[src/rtl/seq_pkg.sv]
// Shared types and helpers for the staggered enable sequencer.
`default_nettype none

package seq_pkg;

  typedef enum logic [1:0] {
    IDLE      = 2'd0,
    RAMP_UP   = 2'd1,
    ON        = 2'd2,
    RAMP_DOWN = 2'd3
  } seq_state_t;

  // Gap counter width; a single-cycle stagger still needs one bit.
  function automatic int gap_width(input int stagger_cycles);
    int w;
    w = $clog2(stagger_cycles);
    return (w < 1) ? 1 : w;
  endfunction

endpackage

`default_nettype wire

[src/rtl/stagger_gap_timer.sv]
// Saturating counter of edges since the last group_en change; permit
// is high once the minimum spacing has elapsed.
`default_nettype none

module stagger_gap_timer
  import seq_pkg::*;
#(
  parameter int STAGGER_CYCLES = 3
) (
  input  logic clk,
  input  logic rst,
  input  logic change,
  output logic permit
);

  localparam int GAP_W = gap_width(STAGGER_CYCLES);
  localparam logic [GAP_W-1:0] GAP_MAX = GAP_W'(STAGGER_CYCLES - 1);

  logic [GAP_W-1:0] gap_q;
  logic [GAP_W-1:0] gap_d;

  always_comb begin
    gap_d = gap_q;
    if (change) begin
      gap_d = '0;
    end else if (gap_q != GAP_MAX) begin
      gap_d = gap_q + 1'b1;
    end
  end

  // Reset into the saturated value so the first command acts at once.
  always_ff @(posedge clk) begin
    if (rst) begin
      gap_q <= GAP_MAX;
    end else begin
      gap_q <= gap_d;
    end
  end

  assign permit = (gap_q == GAP_MAX);

endmodule

`default_nettype wire

[src/rtl/staggered_enable_sequencer.sv]
// Ramps a thermometer-coded group enable up/down one group at a time,
// spacing consecutive changes by at least STAGGER_CYCLES edges.
`default_nettype none

module staggered_enable_sequencer
  import seq_pkg::*;
#(
  parameter int NUM_GROUPS     = 4,
  parameter int STAGGER_CYCLES = 3
) (
  input  logic                  clk,
  input  logic                  rst,
  input  logic                  start,
  input  logic                  stop,
  output logic [NUM_GROUPS-1:0] group_en,
  output logic                  busy,
  output logic                  all_on,
  output logic                  up_done,
  output logic                  down_done
);

  seq_state_t state_q, state_d;
  logic [NUM_GROUPS-1:0] en_q, en_d;
  logic busy_q, busy_d;
  logic all_on_q, all_on_d;
  logic up_done_q, up_done_d;
  logic down_done_q, down_done_d;

  logic [NUM_GROUPS-1:0] en_set;
  logic [NUM_GROUPS-1:0] en_clr;
  logic                  permit;
  logic                  change;

  assign en_set = {en_q[NUM_GROUPS-2:0], 1'b1};
  assign en_clr = {1'b0, en_q[NUM_GROUPS-1:1]};
  assign change = (en_d != en_q);

  stagger_gap_timer #(
    .STAGGER_CYCLES (STAGGER_CYCLES)
  ) u_gap_timer (
    .clk    (clk),
    .rst    (rst),
    .change (change),
    .permit (permit)
  );

  always_comb begin
    state_d     = state_q;
    en_d        = en_q;
    up_done_d   = 1'b0;
    down_done_d = 1'b0;

    case (state_q)
      IDLE: begin
        if (start && !stop) begin
          state_d = RAMP_UP;
          if (permit) en_d = en_set;
        end
      end
      RAMP_UP: begin
        if (stop) begin
          state_d = RAMP_DOWN;
          if (permit) en_d = en_clr;
        end else if (permit) begin
          en_d = en_set;
        end
      end
      ON: begin
        if (stop) begin
          state_d = RAMP_DOWN;
          if (permit) en_d = en_clr;
        end
      end
      RAMP_DOWN: begin
        if (start && !stop) begin
          state_d = RAMP_UP;
          if (permit) en_d = en_set;
        end else if (permit) begin
          en_d = en_clr;
        end
      end
      default: state_d = IDLE;
    endcase

    // Ramp endpoints; an empty ramp aborted by stop returns silently.
    if (state_d == RAMP_UP && (&en_d)) begin
      state_d   = ON;
      up_done_d = 1'b1;
    end
    if (state_d == RAMP_DOWN && en_d == '0) begin
      state_d     = IDLE;
      down_done_d = (en_q != '0);
    end

    busy_d   = (state_d == RAMP_UP) || (state_d == RAMP_DOWN);
    all_on_d = (state_d == ON);
  end

  always_ff @(posedge clk) begin
    if (rst) begin
      state_q     <= IDLE;
      en_q        <= '0;
      busy_q      <= 1'b0;
      all_on_q    <= 1'b0;
      up_done_q   <= 1'b0;
      down_done_q <= 1'b0;
    end else begin
      state_q     <= state_d;
      en_q        <= en_d;
      busy_q      <= busy_d;
      all_on_q    <= all_on_d;
      up_done_q   <= up_done_d;
      down_done_q <= down_done_d;
    end
  end

  assign group_en  = en_q;
  assign busy      = busy_q;
  assign all_on    = all_on_q;
  assign up_done   = up_done_q;
  assign down_done = down_done_q;

endmodule

`default_nettype wire

[config.mk]
export PLATFORM = sky130hd
export DESIGN_NAME = staggered_enable_sequencer
export DESIGN_NICKNAME = d
export VERILOG_FILES = /design/src/rtl/seq_pkg.sv /design/src/rtl/stagger_gap_timer.sv /design/src/rtl/staggered_enable_sequencer.sv
export SDC_FILE = /design/constraint.sdc
export NUM_CORES = 1
export LEC_CHECK = 0
export BUFFER_PORTS_ARGS = -buffer_cell sky130_fd_sc_hd__buf_2
export CAP_MARGIN = 25
export CORE_MARGIN = 5
export CORE_UTILIZATION = 50
export CTS_CLUSTER_DIAMETER = 200
export DETAILED_ROUTE_END_ITERATION = 7
export PLACE_DENSITY = 0.7
export SETUP_SLACK_MARGIN = 0.5
export SLEW_MARGIN = 20
export SYNTH_ARGS = -nofsm -noshare
export SYNTH_HDL_FRONTEND = slang
export SYNTH_SLANG_ARGS = --single-unit
export TNS_END_PERCENT = 5
[constraint.sdc]
create_clock -name clk -period 3.3 [get_ports clk]
set_input_delay 0.33 -clock clk [delete_from_list [all_inputs] [get_ports clk]]
set_output_delay 0.33 -clock clk [all_outputs]
set_load 0.03 [all_outputs]
==> impl_metrics.toml <==
[outcome]
run_status = "finished, final reports clean"

[power_and_ir_drop]
netSwitchingPower_mw = 0.564
intPower_mw = 0.491
power.share.switching_pct = 53.5
power.density_nw_per_um2 = 1020
share_comb_of_total_power_pct = 65.8
power.ir.vdd_worst_mv = 0.563
clock_power_share_pct = 8.5
portion_of_total_power_attributed_to_sequential_cells_pct = 25.7
p_leak_nw = 0.418

[worst_hold_path]
worst_hold_path.num_cells = 2
holdCritPathClass = "input port to flop"
hp-start = "rst"

[critical_path]
critical_path_arrival_ns = 2.63
crit_chain = "inv_1 > ha_1 > o32ai_1 > o221ai_1 > o32a_1 > a211oi_1 > and3_1"
critical_path.max_fanout = 7
worstSetupStartpointType = "flop"
reg2regPathDepth = 7
critPathKind = "flop to flop"
critical_path.endpoint_type = "flop"
cp_data_required_time_ns = 3.51
cpMaxStageDelayCell = "dfxtp_1"
startpoint = "busy$_SDFF_PP0_"
critical_path.reg2reg.startpoint = "busy$_SDFF_PP0_"
max_stage_delay_ns = 0.45

[grt]
grtUsageTotal_pct = 18.8
grt_antenna_before_repair = 0
grt_max_degree = 20
globalRouteOverflowTotal = 0
first_global_vias = 880
grt_pass1_wl_um = 4120

[clock_tree]
clock-sinks = 11
cts.reportedPaths.clkPinSlew_ns = 0.06
cts-buffers-inserted = 3
ctsRootBufferMaster = "clkbuf_4"
ctsHtreeMaxLevel = 1
clk_latency_ns = 0.27
post-cts-setup-buffer-count = 0
clock_tree.buffer_depth = 2
cts_hold_bufs = 0
post_cts_resize_count = 0
tritoncts_clock_tree = "built"

[final_layout]
layout.core_utilization_pct = 54.7
insertedDiodeCount = 0
final_cell_count_no_fill = 161
layout-drive-gt1-share_pct = 14.2
syn_to_final_growth_pct = 7.50
final_cell_area_um2 = 1040
sequential_area_um2 = 220
multi_input_area_um2 = 678
number_of_fillers_in_the_final_layout = 191
mostFrequentLayoutCells = "nor2_1 (11), dfxtp_1 (11), buf_2 (11), nand2_1 (10)"
layout.nets = 143

[synthesis]
ys_async_sr_fraction_pct = 0
synth-seq-cells = 11
synth.yosys.seq_area_share_pct = 22.8
synthesis.nets = 136
syn_avg_cell_area_um2 = 7.56
synth_cell_area_um2 = 967
synthesis.instances = 128
yosys_most_used_dff = "dfxtp_1"
synth_enable_flop_cells = 0
ys.warnings.count = 0
synth_cell_types = 49

[timing]
worstMarginPinSlew_ns = 0.577
rsz0062_at_grt = "no"
fin_skew_ns = 0.000499
final_min_period_over_clock_period_pct = 73.3
setup_slack_ns = 0.879
highest_clock_frequency_the_design_can_meet_mhz = 413
final_max_slew_viol_count = 0
tns_ns = 0
finalHoldViolations = 0
fin_crit_ns = 2.42
finalSetupViolations = 0
worst_slew_margin_rel_pct = 61.5

[floorplanning]
num_rows = 16
die-width_um = 54.0
core_region_um2 = 1900
die_span_in_y_um = 54.0
start_util_pct = 50.9
pin_count = 12
dieArea_um2 = 2910

[routing]
firstDrtPassIters = 4
avgViaCountPerCell = 6.22
remaining_drc_errors = 0
dr_total_vias = 1002
route.detailed.wl_per_inst_um = 15.2
detail-route-antenna-nets = 0
first_iter_violations = 43
routed_wl_um = 2450

[place]
dp_hpwl_um = 1740
dpl-instance-area_um2 = 1010
place.port_buffers = 11
placedCellCount = 157
place.gp.congestion = 0.894
dp_worst_setup_slack_ns = 0.932

[flow_run]
number_of_max_cap_violations = 0
-- power groups by stage --
stage	clock, mW	sequential, mW	combinational [mW]
floorplan	0	0.283	0.541
global placement	0	0.268	0.683
detailed placement	0	0.270	0.687
CTS	0.0933	0.268	0.690
global route	0.101	0.280	0.768
finish	0.0902	0.271	0.695
-- area by class of cell --
class	instances	share of cell area [%]
clock buffers	4	2.53
inverters	7	2.53
multi-input cells	101	65.2
flip-flops and latches	11	21.2
well taps	27	3.25
repair buffers	11	5.29
-- routing by layer --
layer,up-vias,global-route usage (%),routed length [µm]
met4,0,8.71,24
met5,-,0,0
met2,37,29.2,1140
met3,4,0.831,154
met1,469,26.6,1140
li1,492,-,-
-- logic make-up after synthesis --
family                   Yosys count  synth area share (%)
buffers and inverters             16                  7.12
AO/OA/AOI/OAI                     42                  30.8
adder cells (fa/ha/maj)            4                  5.17
AND/OR/NAND/NOR                   50                  28.6
flip-flops                        11                  22.8
multiplexers                       4                  4.66
XOR/XNOR                           1                 0.906
-- worst max-delay path, delay by kind of cell, from the launching register on --
kind	cells	cell delay (ns)
compound gates	4	1.31
simple gates	1	0.20
flops	1	0.45
buf+inv	1	0.10
fa+ha+maj	1	0.30
-- state kept, by name (all words and copies together), names as in the netlist --
| signal | flops |
|---|---|
| busy | 1 |
| state_q | 1 |
| all_on | 1 |
| up_done | 1 |
| down_done | 1 |
| group_en | 4 |
| u_gap_timer.gap_q | 2 |
-- cells in the mapped netlist (all sizes together), types with 2 or more instances --
cell type	number	area share (%)
ha	4	5.2
o22ai	2	1.3
o21ai	8	4.1
clkbuf	7	2.7
inv	7	2.7
mux2i	3	3.1
nor3	5	2.6
dfxtp	11	23
a211o	3	2.7
nand2b	3	2.2
nor2b	2	2.1
nand4b	2	1.8
o221ai	2	1.8
nor2	11	4.3
buf	2	1.7
nand3	4	2.1
nor4b	2	1.8
a211oi	2	1.6
and3	3	1.9
o211ai	2	1.6
a31oi	3	1.9
o2111ai	2	1.8
a21oi	7	3.6
nand2	10	3.9
-- path summary, 6_finish.rpt --
path	slack [ns]	end
setup / recovery	0.88	down_done$_SDFF_PP0_
hold / removal	0.29	all_on$_SDFF_PP0_
setup reg to reg	0.88	down_done$_SDFF_PP0_
hold reg to reg	0.67	u_gap_timer.gap_q[1]$_SDFFE_PP1P_
-- through the flow --
stage / power (mW) / hold slack [ns]
2_1_floorplan: 0.823 / 0.399
3_3_place_gp: 0.951 / 0.583
3_5_place_dp: 0.957 / 0.581
4_1_cts: 1.05 / 0.294
5_1_grt: 1.15 / 0.304
6_report: 1.06 / 0.293
Note: power is estimated with default switching activity, not from simulation.
